### src/rtl/sw_job_ctrl_if.sv
// Job/engine bundle for sw_job_ctrl: job push side, engine launch/result side and
// the derived scoring constants. err_o exists only when SW_JOB_TIMEOUT_EN is defined.
interface sw_job_ctrl_if #(
    parameter int MATCH_W = 4,
    parameter int CALC_W  = 12,
    parameter int ADDR_W  = 10,
    parameter int IDX_W   = 8
);
    logic                start_i;
    logic                ready_o;
    logic [MATCH_W-1:0]  match_i;
    logic [MATCH_W-1:0]  mismatch_i;
    logic [MATCH_W-1:0]  alpha_i;
    logic [MATCH_W-1:0]  beta_i;
    logic [ADDR_W-1:0]   t_base_i;
    logic [ADDR_W-1:0]   q_base_i;
    logic                busy_o;
    logic                eng_start_o;
    logic                eng_busy_i;
    logic [CALC_W-1:0]   match_o;
    logic [CALC_W-1:0]   mismatch_o;
    logic [CALC_W-1:0]   alpha_o;
    logic [CALC_W-1:0]   beta_o;
    logic [CALC_W-1:0]   a2_o;
    logic [CALC_W-1:0]   ab_o;
    logic [CALC_W-1:0]   ma_a_o;
    logic [CALC_W-1:0]   mis_a_o;
    logic [ADDR_W-1:0]   t_base_o;
    logic [ADDR_W-1:0]   q_base_o;
    logic                res_valid_i;
    logic [CALC_W-1:0]   res_i;
    logic [IDX_W-1:0]    res_idx_i;
    logic                done_o;
    logic [CALC_W-1:0]   done_max_o;
    logic [IDX_W-1:0]    done_idx_o;
`ifdef SW_JOB_TIMEOUT_EN
    logic                err_o;
`endif

    modport master (
        output start_i, match_i, mismatch_i, alpha_i, beta_i, t_base_i, q_base_i,
        output eng_busy_i, res_valid_i, res_i, res_idx_i,
        input  ready_o, busy_o, eng_start_o,
        input  match_o, mismatch_o, alpha_o, beta_o, a2_o, ab_o, ma_a_o, mis_a_o,
        input  t_base_o, q_base_o, done_o, done_max_o, done_idx_o
`ifdef SW_JOB_TIMEOUT_EN
        , input err_o
`endif
    );

    modport slave (
        input  start_i, match_i, mismatch_i, alpha_i, beta_i, t_base_i, q_base_i,
        input  eng_busy_i, res_valid_i, res_i, res_idx_i,
        output ready_o, busy_o, eng_start_o,
        output match_o, mismatch_o, alpha_o, beta_o, a2_o, ab_o, ma_a_o, mis_a_o,
        output t_base_o, q_base_o, done_o, done_max_o, done_idx_o
`ifdef SW_JOB_TIMEOUT_EN
        , output err_o
`endif
    );
endinterface

### src/rtl/sw_job_ctrl.sv
// Queued job sequencer for the Smith-Waterman engine: derives signed scoring constants,
// launches runs back-to-back and tracks the best score. Optional watchdog: SW_JOB_TIMEOUT_EN.
module sw_job_ctrl #(
    parameter int MATCH_W   = 4,
    parameter int CALC_W    = 12,
    parameter int ADDR_W    = 10,
    parameter int IDX_W     = 8,
    parameter int JOB_DEPTH = 4
`ifdef SW_JOB_TIMEOUT_EN
    , parameter int TIMEOUT = 1024
`endif
) (
    input logic           clk,
    input logic           rst,
    sw_job_ctrl_if.slave  bus
);
    localparam int PTR_W = $clog2(JOB_DEPTH);
    localparam int ENT_W = 4*MATCH_W + 2*ADDR_W;
    // Two headroom bits: -2a and -(a+b) reach -2*(2^MATCH_W-1).
    localparam int EW    = MATCH_W + 2;

    typedef enum logic [2:0] {IDLE, LOAD, KICK, WAIT_BUSY, RUN, DONE} state_t;
    state_t state_reg, state_next;

    logic [ENT_W-1:0]  mem [JOB_DEPTH];
    logic [ENT_W-1:0]  rd_data_reg;
    logic [PTR_W-1:0]  wr_ptr_reg, rd_ptr_reg;
    logic [PTR_W:0]    count_reg;
    logic              push, pop, in_wait;

    assign bus.ready_o = (count_reg != (PTR_W+1)'(JOB_DEPTH));
    assign push        = bus.start_i & bus.ready_o;
    assign pop         = (state_reg == IDLE) && (count_reg != '0);
    assign in_wait     = (state_reg == WAIT_BUSY) || (state_reg == RUN);

    always_ff @(posedge clk) begin
        if (push)
            mem[wr_ptr_reg] <= {bus.match_i, bus.mismatch_i, bus.alpha_i, bus.beta_i,
                                bus.t_base_i, bus.q_base_i};
        if (pop)
            rd_data_reg <= mem[rd_ptr_reg];
    end

    always_ff @(posedge clk) begin
        if (rst) begin
            wr_ptr_reg <= '0;
            rd_ptr_reg <= '0;
            count_reg  <= '0;
        end else begin
            if (push) wr_ptr_reg <= wr_ptr_reg + 1'b1;
            if (pop)  rd_ptr_reg <= rd_ptr_reg + 1'b1;
            case ({push, pop})
                2'b10:   count_reg <= count_reg + 1'b1;
                2'b01:   count_reg <= count_reg - 1'b1;
                default: count_reg <= count_reg;
            endcase
        end
    end

`ifdef SW_JOB_TIMEOUT_EN
    localparam int TMO_W = $clog2(TIMEOUT + 1);
    logic [TMO_W-1:0] tmo_cnt_reg;
    logic             tmo_hit, tmo_force, tmo_flag_reg;

    assign tmo_hit   = in_wait && (tmo_cnt_reg == TMO_W'(TIMEOUT - 1));
    // A run that ends naturally on the last allowed cycle is not an error.
    assign tmo_force = tmo_hit && !((state_reg == RUN) && !bus.eng_busy_i);

    always_ff @(posedge clk) begin
        if (rst || !in_wait) tmo_cnt_reg <= '0;
        else                 tmo_cnt_reg <= tmo_cnt_reg + 1'b1;
        if (rst) tmo_flag_reg <= 1'b0;
        else     tmo_flag_reg <= tmo_force;
    end
`endif

    always_ff @(posedge clk) begin
        if (rst) state_reg <= IDLE;
        else     state_reg <= state_next;
    end

    always_comb begin
        state_next = state_reg;
        case (state_reg)
            IDLE:      if (count_reg != '0) state_next = LOAD;
            LOAD:      state_next = KICK;
            KICK:      state_next = WAIT_BUSY;
            WAIT_BUSY: if (bus.eng_busy_i) state_next = RUN;
            RUN:       if (!bus.eng_busy_i) state_next = DONE;
            DONE:      state_next = IDLE;
            default:   state_next = IDLE;
        endcase
`ifdef SW_JOB_TIMEOUT_EN
        if (tmo_hit) state_next = DONE;
`endif
    end

    logic eng_start, done;
    always_comb begin
        eng_start = 1'b0;
        done      = 1'b0;
        case (state_reg)
            KICK:    eng_start = 1'b1;
            DONE:    done      = 1'b1;
            default: ;
        endcase
    end

    assign bus.eng_start_o = eng_start;
    assign bus.done_o      = done;
    assign bus.busy_o      = (state_reg != IDLE) || (count_reg != '0);
`ifdef SW_JOB_TIMEOUT_EN
    assign bus.err_o       = done & tmo_flag_reg;
`endif

    logic [MATCH_W-1:0] ld_m, ld_x, ld_a, ld_b;
    logic [ADDR_W-1:0]  ld_t, ld_q;
    logic [EW-1:0]      zm, zx, za, zb;
    logic [EW-1:0]      raw [8];

    assign {ld_m, ld_x, ld_a, ld_b, ld_t, ld_q} = rd_data_reg;

    always_comb begin
        zm     = {2'b00, ld_m};
        zx     = {2'b00, ld_x};
        za     = {2'b00, ld_a};
        zb     = {2'b00, ld_b};
        raw[0] = zm;
        raw[1] = '0 - zx;
        raw[2] = '0 - za;
        raw[3] = '0 - zb;
        raw[4] = '0 - (za + za);
        raw[5] = '0 - (za + zb);
        raw[6] = zm - za;
        raw[7] = '0 - (zx + za);
    end

    // Constants are sign-extended and captured once per job in LOAD.
    for (genvar gi = 0; gi < 8; gi++) begin : g_const
        logic [CALC_W-1:0] c_reg;
        always_ff @(posedge clk) begin
            if (rst)                    c_reg <= '0;
            else if (state_reg == LOAD) c_reg <= {{(CALC_W-EW){raw[gi][EW-1]}}, raw[gi]};
        end
    end

    assign bus.match_o    = g_const[0].c_reg;
    assign bus.mismatch_o = g_const[1].c_reg;
    assign bus.alpha_o    = g_const[2].c_reg;
    assign bus.beta_o     = g_const[3].c_reg;
    assign bus.a2_o       = g_const[4].c_reg;
    assign bus.ab_o       = g_const[5].c_reg;
    assign bus.ma_a_o     = g_const[6].c_reg;
    assign bus.mis_a_o    = g_const[7].c_reg;

    logic signed [CALC_W-1:0] max_reg, max_upd, done_max_reg;
    logic [IDX_W-1:0]         idx_reg, idx_upd, done_idx_reg;
    logic [ADDR_W-1:0]        t_base_reg, q_base_reg;

    // Strict greater-than keeps the earliest index on ties.
    always_comb begin
        max_upd = max_reg;
        idx_upd = idx_reg;
        if (in_wait && bus.res_valid_i && ($signed(bus.res_i) > max_reg)) begin
            max_upd = $signed(bus.res_i);
            idx_upd = bus.res_idx_i;
        end
    end

    always_ff @(posedge clk) begin
        if (rst) begin
            max_reg      <= '0;
            idx_reg      <= '0;
            done_max_reg <= '0;
            done_idx_reg <= '0;
            t_base_reg   <= '0;
            q_base_reg   <= '0;
        end else begin
            if (state_reg == LOAD) begin
                max_reg    <= '0;
                idx_reg    <= '0;
                t_base_reg <= ld_t;
                q_base_reg <= ld_q;
            end else begin
                max_reg <= max_upd;
                idx_reg <= idx_upd;
            end
            if ((state_next == DONE) && (state_reg != DONE)) begin
                done_max_reg <= max_upd;
                done_idx_reg <= idx_upd;
            end
        end
    end

    assign bus.t_base_o   = t_base_reg;
    assign bus.q_base_o   = q_base_reg;
    assign bus.done_max_o = done_max_reg;
    assign bus.done_idx_o = done_idx_reg;
endmodule

### src/flat_wrapper.sv
// flat-port wrapper written by rule: the top's interface ports become plain ports
module sw_job_ctrl_flat 
#(
    parameter int MATCH_W   = 4,
    parameter int CALC_W    = 12,
    parameter int ADDR_W    = 10,
    parameter int IDX_W     = 8,
    parameter int JOB_DEPTH = 4

)
  (clk, rst, bus_start_i, bus_match_i, bus_mismatch_i, bus_alpha_i, bus_beta_i, bus_t_base_i, bus_q_base_i, bus_eng_busy_i, bus_res_valid_i, bus_res_i, bus_res_idx_i, bus_ready_o, bus_busy_o, bus_eng_start_o, bus_match_o, bus_mismatch_o, bus_alpha_o, bus_beta_o, bus_a2_o, bus_ab_o, bus_ma_a_o, bus_mis_a_o, bus_t_base_o, bus_q_base_o, bus_done_o, bus_done_max_o, bus_done_idx_o);
  sw_job_ctrl_if #(.MATCH_W(MATCH_W), .CALC_W(CALC_W), .ADDR_W(ADDR_W), .IDX_W(IDX_W)) bus_i ();
  input logic clk;
  input logic rst;
  input wire logic [$bits(bus_i.start_i)-1:0] bus_start_i;
  input wire logic [$bits(bus_i.match_i)-1:0] bus_match_i;
  input wire logic [$bits(bus_i.mismatch_i)-1:0] bus_mismatch_i;
  input wire logic [$bits(bus_i.alpha_i)-1:0] bus_alpha_i;
  input wire logic [$bits(bus_i.beta_i)-1:0] bus_beta_i;
  input wire logic [$bits(bus_i.t_base_i)-1:0] bus_t_base_i;
  input wire logic [$bits(bus_i.q_base_i)-1:0] bus_q_base_i;
  input wire logic [$bits(bus_i.eng_busy_i)-1:0] bus_eng_busy_i;
  input wire logic [$bits(bus_i.res_valid_i)-1:0] bus_res_valid_i;
  input wire logic [$bits(bus_i.res_i)-1:0] bus_res_i;
  input wire logic [$bits(bus_i.res_idx_i)-1:0] bus_res_idx_i;
  output wire logic [$bits(bus_i.ready_o)-1:0] bus_ready_o;
  output wire logic [$bits(bus_i.busy_o)-1:0] bus_busy_o;
  output wire logic [$bits(bus_i.eng_start_o)-1:0] bus_eng_start_o;
  output wire logic [$bits(bus_i.match_o)-1:0] bus_match_o;
  output wire logic [$bits(bus_i.mismatch_o)-1:0] bus_mismatch_o;
  output wire logic [$bits(bus_i.alpha_o)-1:0] bus_alpha_o;
  output wire logic [$bits(bus_i.beta_o)-1:0] bus_beta_o;
  output wire logic [$bits(bus_i.a2_o)-1:0] bus_a2_o;
  output wire logic [$bits(bus_i.ab_o)-1:0] bus_ab_o;
  output wire logic [$bits(bus_i.ma_a_o)-1:0] bus_ma_a_o;
  output wire logic [$bits(bus_i.mis_a_o)-1:0] bus_mis_a_o;
  output wire logic [$bits(bus_i.t_base_o)-1:0] bus_t_base_o;
  output wire logic [$bits(bus_i.q_base_o)-1:0] bus_q_base_o;
  output wire logic [$bits(bus_i.done_o)-1:0] bus_done_o;
  output wire logic [$bits(bus_i.done_max_o)-1:0] bus_done_max_o;
  output wire logic [$bits(bus_i.done_idx_o)-1:0] bus_done_idx_o;
  assign bus_i.start_i = bus_start_i;
  assign bus_i.match_i = bus_match_i;
  assign bus_i.mismatch_i = bus_mismatch_i;
  assign bus_i.alpha_i = bus_alpha_i;
  assign bus_i.beta_i = bus_beta_i;
  assign bus_i.t_base_i = bus_t_base_i;
  assign bus_i.q_base_i = bus_q_base_i;
  assign bus_i.eng_busy_i = bus_eng_busy_i;
  assign bus_i.res_valid_i = bus_res_valid_i;
  assign bus_i.res_i = bus_res_i;
  assign bus_i.res_idx_i = bus_res_idx_i;
  assign bus_ready_o = bus_i.ready_o;
  assign bus_busy_o = bus_i.busy_o;
  assign bus_eng_start_o = bus_i.eng_start_o;
  assign bus_match_o = bus_i.match_o;
  assign bus_mismatch_o = bus_i.mismatch_o;
  assign bus_alpha_o = bus_i.alpha_o;
  assign bus_beta_o = bus_i.beta_o;
  assign bus_a2_o = bus_i.a2_o;
  assign bus_ab_o = bus_i.ab_o;
  assign bus_ma_a_o = bus_i.ma_a_o;
  assign bus_mis_a_o = bus_i.mis_a_o;
  assign bus_t_base_o = bus_i.t_base_o;
  assign bus_q_base_o = bus_i.q_base_o;
  assign bus_done_o = bus_i.done_o;
  assign bus_done_max_o = bus_i.done_max_o;
  assign bus_done_idx_o = bus_i.done_idx_o;
  sw_job_ctrl #(.MATCH_W(MATCH_W), .CALC_W(CALC_W), .ADDR_W(ADDR_W), .IDX_W(IDX_W), .JOB_DEPTH(JOB_DEPTH)) u_core (.clk(clk), .rst(rst), .bus(bus_i));
endmodule
### config.mk
export PLATFORM = sky130hd
export DESIGN_NAME = sw_job_ctrl_flat
export DESIGN_NICKNAME = d
export VERILOG_FILES = /design/src/rtl/sw_job_ctrl_if.sv /design/src/rtl/sw_job_ctrl.sv /design/src/flat_wrapper.sv
export SDC_FILE = /design/constraint.sdc
export NUM_CORES = 1
export LEC_CHECK = 0
export BUFFER_PORTS_ARGS = -buffer_cell sky130_fd_sc_hd__buf_2
export CORE_MARGIN = 4
export CORE_UTILIZATION = 35
export CTS_BUF_LIST = sky130_fd_sc_hd__clkbuf_2 sky130_fd_sc_hd__clkbuf_4 sky130_fd_sc_hd__clkbuf_8
export DETAILED_ROUTE_END_ITERATION = 10
export PLACE_DENSITY = 0.55
export SLEW_MARGIN = 20
export SYNTH_ARGS = -nofsm -noshare
export SYNTH_HDL_FRONTEND = slang
export SYNTH_SLANG_ARGS = --single-unit
### constraint.sdc
create_clock -name clk -period 4.45 [get_ports clk]
set_input_delay 0.89 -clock clk [delete_from_list [all_inputs] [get_ports clk]]
set_output_delay 0.89 -clock clk [all_outputs]
set_load 0.05 [all_outputs]
Yosys cells after proc, flatten, opt, wreduce, memory -nomap -nowiden --
Memory sizes are Yosys's and may differ from the RTL's. A register that Yosys moved wholly into a read port is not among the register bits. Cells that the tools add are included.
Operators by class: add/sub/neg operators 14, multipliers 0, divide/modulo/power cells 0, order comparisons 1, eq/ne operators 10, shift operators 0, muxes and demuxes 11, bitwise logic cells 1, reduce and logical (&&, ||, !) cells 11
Operators with widths (count):
- $sub A1 B5 Y6 const A | 3
- $add A4 B4 Y5 | 3
- $pmux W3 S5 | 1
- $sub A1 B4 Y5 const A | 3
- $gt A12 B12 Y1 | 1
- $mux W12 | 1
- $eq A3 B3 Y1 const B | 3
- $mux W3 | 3
- $mux W8 | 1
- $eq A3 B2 Y1 const B | 2
- $ne A3 B3 Y1 const B | 2
- $pmux W3 S2 | 1
- $reduce_bool A3 Y1 | 2
- $sub A4 B4 Y5 | 1
- $add A2 B1 Y2 const B | 2
- $logic_and A1 B1 Y1 | 4
- $mux W1 | 4
- $add A3 B1 Y3 const B | 1
- $eq A3 B1 Y1 const B | 1
- $logic_not A3 Y1 | 1
- $sub A3 B1 Y3 const B | 1
- $eq A2 B1 Y1 const B | 1
- $eq A2 B2 Y1 const B | 1
- $logic_or A1 B1 Y1 | 2
- 3 further kinds | 3
Storage, ports and cells: bits in registers 112, bits in latches 0, RAM bits 144, memory bits (read-only) 0, input bits 61, memories kept 1
Memories:
- u_core.mem | depth 4, bits a word 36, read ports 1, clocked after Yosys merged registers in 1, wr ports 1, line sw_job_ctrl.sv:25 | logic [ENT_W-1:0] mem [JOB_DEPTH];

Logic depth before layout (Yosys ltp) --
depth in word-level cells 5, mapped depth 10, mapped depth without buffers 10

Worst setup path before layout --
OpenSTA, ideal clock, no wires.
kind register -> register, start point reg u_core.state_reg[2], end point reg u_core.count_reg[2], setup time 70 ps, arrival time 3931 ps, setup slack 449 ps, stages on the path, launching flop included 10, buffers on the path 1, clock period less this slack 4001 ps, path through dfxtp_1 clkbuf_1 nor3_1 nor2b_1 ha_1 inv_1 fa_1 xor2_1 or3_1 a21oi_1
Between the ends: word-level cells in the longest chain between the ends 4, elaborated cells on any way between the ends 6, those cells by class eq/ne: 2; mux: 1; reduce/logical: 3
RTL lines:
- start, declared | line sw_job_ctrl.sv:23 | state_t state_reg, state_next;
- start signal, assigned | line sw_job_ctrl.sv:79 | else state_reg <= state_next;
- $logic_not A3 Y1 (*) | line sw_job_ctrl.sv:33 | assign pop = (state_reg == IDLE) && (count_reg != '0);
- $logic_and A1 B1 Y1 (*) | line sw_job_ctrl.sv:33
- via u_core.pop | line sw_job_ctrl.sv:29 | logic push, pop, in_wait;
- $eq A2 B1 Y1 / $eq A2 B2 Y1 (equally long branches) | line sw_job_ctrl.sv:52 | case ({push, pop})
- $pmux W3 S2 / $reduce_bool A2 Y1 (equally long branches)
- end signal, assigned | line sw_job_ctrl.sv:53 | 2'b10: count_reg <= count_reg + 1'b1;
- end signal, assigned | line sw_job_ctrl.sv:54 | 2'b01: count_reg <= count_reg - 1'b1;
- end signal, assigned | line sw_job_ctrl.sv:55 | default: count_reg <= count_reg;
- end, declared | line sw_job_ctrl.sv:28 | logic [PTR_W:0] count_reg;
The timed path passes the listed nets; every way through them passes the cells marked *. A chain may end at the register's enable or synchronous reset.

Worst setup path in the final report --
start point in bus_res_i[11], end point reg u_core.done_max_reg[0], in the netlist u_core.bus.done_max_o[0]
Between the ends: word-level cells in the longest chain between the ends 3
RTL lines:
- start, declared | line flat_wrapper.sv:24 | input wire logic [$bits(bus_i.res_i)-1:0] bus_res_i;
- $gt A12 B12 Y1 | line sw_job_ctrl.sv:164 | if (in_wait && bus.res_valid_i && ($signed(bus.res_i) > max_reg)) begin
- $logic_and A1 B1 Y1 | line sw_job_ctrl.sv:164
- $mux W12 | line sw_job_ctrl.sv:164
- end signal, assigned | line sw_job_ctrl.sv:189 | done_max_reg <= max_upd;
- end, declared | line sw_job_ctrl.sv:156 | logic signed [CALC_W-1:0] max_reg, max_upd, done_max_reg;
Every way passes these cells.

==> reports/qor.yml <==
critical_path:
  crit_path_start_kind: "input port"
  crit_arrival_ps: 3520
  required_ps: 4920
  critPathMaxFanout: 15
  cp-end-kind: "flip-flop"
  startpoint: "bus_res_i[11]"
  ff2ff_setup_slack_ps: 1450
  r2r-start: "u_core.max_reg[11]"
  critical_path_class: "input port to flip-flop"
timing:
  setup_tns_ps: 0
  slew_headroom: 0.296
  fmax_ghz: 0.328
  rsz0062_at_grt: "no"
  fin_crit_sh: 0.685
  fin_crit_ps: 3050
  hold_viol_final: 0
  setup_viol: 0
  skew_ps: 37.8
  drv_slew: 0
  worst-slew-pin-transition_ps: 1060
synth:
  synth_edf_count: 180
  ys_warn_count: 0
  ys.flop_type: "edfxtp_1"
  synth_area_sq_um: 12300
  ys_ff_latch: 286
  synthDistinctLibCells: 56
  ys_seq_area_frac: 0.612
  synthCells: 920
  synthArstFlopShare: 0
  avgSynthCellArea_sq_um: 13.4
pwr:
  clock_power_share: 0.250
  switching_share: 0.399
  pwr-share-comb: 0.355
  switchingPower_mw: 3.88
  p_int_mw: 5.85
  seq_power_share: 0.395
  ir_worst_vdd_mv: 0.474
  leakage_nw: 5.52
  power_mw: 9.73
  power.density_nw_per_um2: 679
job:
  cap_violations: 0
cells_and_area:
  post-route-util: 0.414
  fin_cells: 1562
  largest_reg_flops: 144
  areaGrowthSynthToFinish_pct: 16.5
  regArea_sq_um: 7530
  antenna_cells: 0
  drive_above_1_share: 0.346
  fillCellCount: 3272
  multiInputGateArea_sq_um: 3900
  fin_nets: 1174
grt:
  overflow: 0
  grt_max_degree: 65
  grt_pass1_wl_um: 44300
  track_usage: 0.146
  antenna_found_initial: 7
  grt_pass1_vias: 7634
placement:
  dpl.hpwl_um: 18000
  port-buffer-count: 191
  dp_cells: 1474
  routabilityCongestion: 0.758
route:
  dr.first_iter.drc_count: 354
  via_per_inst: 4.85
  first_pass_iters: 6
  drc: 0
  num_vias: 7572
  antenna_left: 0
  wl_per_cell_um: 18.3
  drt-total-wl_um: 28500
clock_tree:
  worstSkewPairLatency_ps: 600
  cts_resized: 0
  postCtsSetupBuffers: 0
  cts_buffers: 50
  cts_tree: "done"
  cts-root-buf: "clkbuf_8"
  clock_sinks: 286
  htreeDepth: 2
  clk_pin_slew_ps: 50
  hold_buffers: 0
  cts_buffer_depth: 3
outcome:
  outcome: "finished clean"
floorplan:
  die_area_sq_um: 38200
  fp.dieW_um: 195
  die_h_um: 195
  rows: 68
  io_pins: 201
  core_sq_um: 34600
  initial_core_util: 0.355
hold_path:
  holdCritStartpoint: "u_core.bus.beta_o[1]"
  worstHoldPathType: "flip-flop to flip-flop"
==> power by group through the flow <==
| stage | Sequential (mW) | Combinational [mW] | Clock, mW |
|---|---|---|---|
| 2_1_floorplan | 4.32 | 2.39 | 0 |
| 3_3_place_gp | 3.90 | 3.50 | 0 |
| 3_5_place_dp | 3.91 | 3.51 | 0 |
| 4_1_cts | 3.86 | 3.53 | 2.53 |
| 5_1_grt | 3.92 | 3.76 | 2.65 |
| 6_report | 3.84 | 3.46 | 2.43 |
==> worst max-delay path, cell delays in order <==
cell	delay (ps)
buf_2	120
ha_1	610
nand4_2	270
nor2_2	200
a311o_1	540
o21ai_2	130
buf_4	210
a211o_1	290
a311oi_2	250
==> cells in the mapped netlist, types with 2 or more instances <==
cell,count,area [sq um]
buf_6,2,22.5
a311oi_1,2,17.5
xnor2_1,14,123
a21oi_1,76,380
a311oi_2,20,300
o21ai_0,6,30.0
inv_1,61,229
a211oi_1,15,113
a211o_1,20,175
a221oi_2,20,300
buf_1,2,7.51
buf_2,4,20.0
nand3_1,2,10.0
mux4_2,36,811
xor2_1,3,26.3
clkbuf_1,44,165
nor3_1,8,40.0
and3_1,4,25.0
nand4_1,2,12.5
dfxtp_1,106,2120
nor2b_1,5,31.3
fa_1,4,80.1
ha_1,38,475
nor3b_1,2,15.0
and4_1,2,17.5
o211a_1,10,100
a21o_1,5,37.5
o21a_1,2,15.0
edfxtp_1,180,5410
nor2_1,41,154
buf_4,63,473
o211ai_1,2,15.0
nand2_1,96,360
==> worst paths after layout <==
kind                               to  depth (start not counted)
max          u_core.bus.done_max_o[0]                          9
min              u_core.bus.beta_o[1]                          2
max reg2reg  u_core.bus.done_max_o[0]                          9
min reg2reg      u_core.bus.beta_o[1]                          2
==> layout make-up <==
class	count	share of cell area
inverter	61	0.0160
clock inverter	12	0.00533
sequential	286	0.526
tap	455	0.0397
timing repair buffer	207	0.0753
multi-input combinational	465	0.272
clock buffer	76	0.0660
==> layer usage <==
| metal | GRT usage | vias to the layer above | share of wire |
|---|---|---|---|
| met1 | 0.191 | 3692 | 0.45 |
| met5 | 0 | - | 0.0034 |
| li1 | - | 3621 | - |
| met4 | 0.0393 | 14 | 0.019 |
| met3 | 0.0419 | 62 | 0.063 |
| met2 | 0.238 | 183 | 0.47 |
==> cell families after synthesis <==
logic type	Yosys count	synth area share
adder cells (fa/ha/maj)	42	0.0452
AO/OA/AOI/OAI	187	0.127
flip-flops	286	0.612
XOR/XNOR	17	0.0121
AND/OR/NAND/NOR	174	0.0622
multiplexers	36	0.0660
buffers and inverters	177	0.0750
other	1	0.000305
==> layout by cell type, fill, tap and decap left out, types with 4 or more instances in the layout <==
cell      count
a211o_1      20
nor2_1       41
o211a_1      10
ha_1         38
edfxtp_1    180
mux4_2       36
a311oi_2     20
dfxtp_1     104
nor3_1        8
a211oi_1     15
clkbuf_8     60
o21ai_0       6
nand2_1      96
conb_1        9
a221oi_2     20
buf_4        17
a21o_1        5
inv_1        61
fa_1          4
clkbuf_4     16
nor2b_1       4
and3_2        4
xnor2_1      14
buf_2       190
clkinv_2      6
a21oi_1      76
==> stage by stage <==
stage               setup WS, ps  hold WS [ps]  area (sq um)
floorplan                    449           469         12300
finish                      1400           450         14300
global placement             938           440         13300
global route                1220           469         14300
detailed placement           822           443         13300
CTS                         1430           450         14300
No activity file was read; power rests on OpenSTA's default activity.
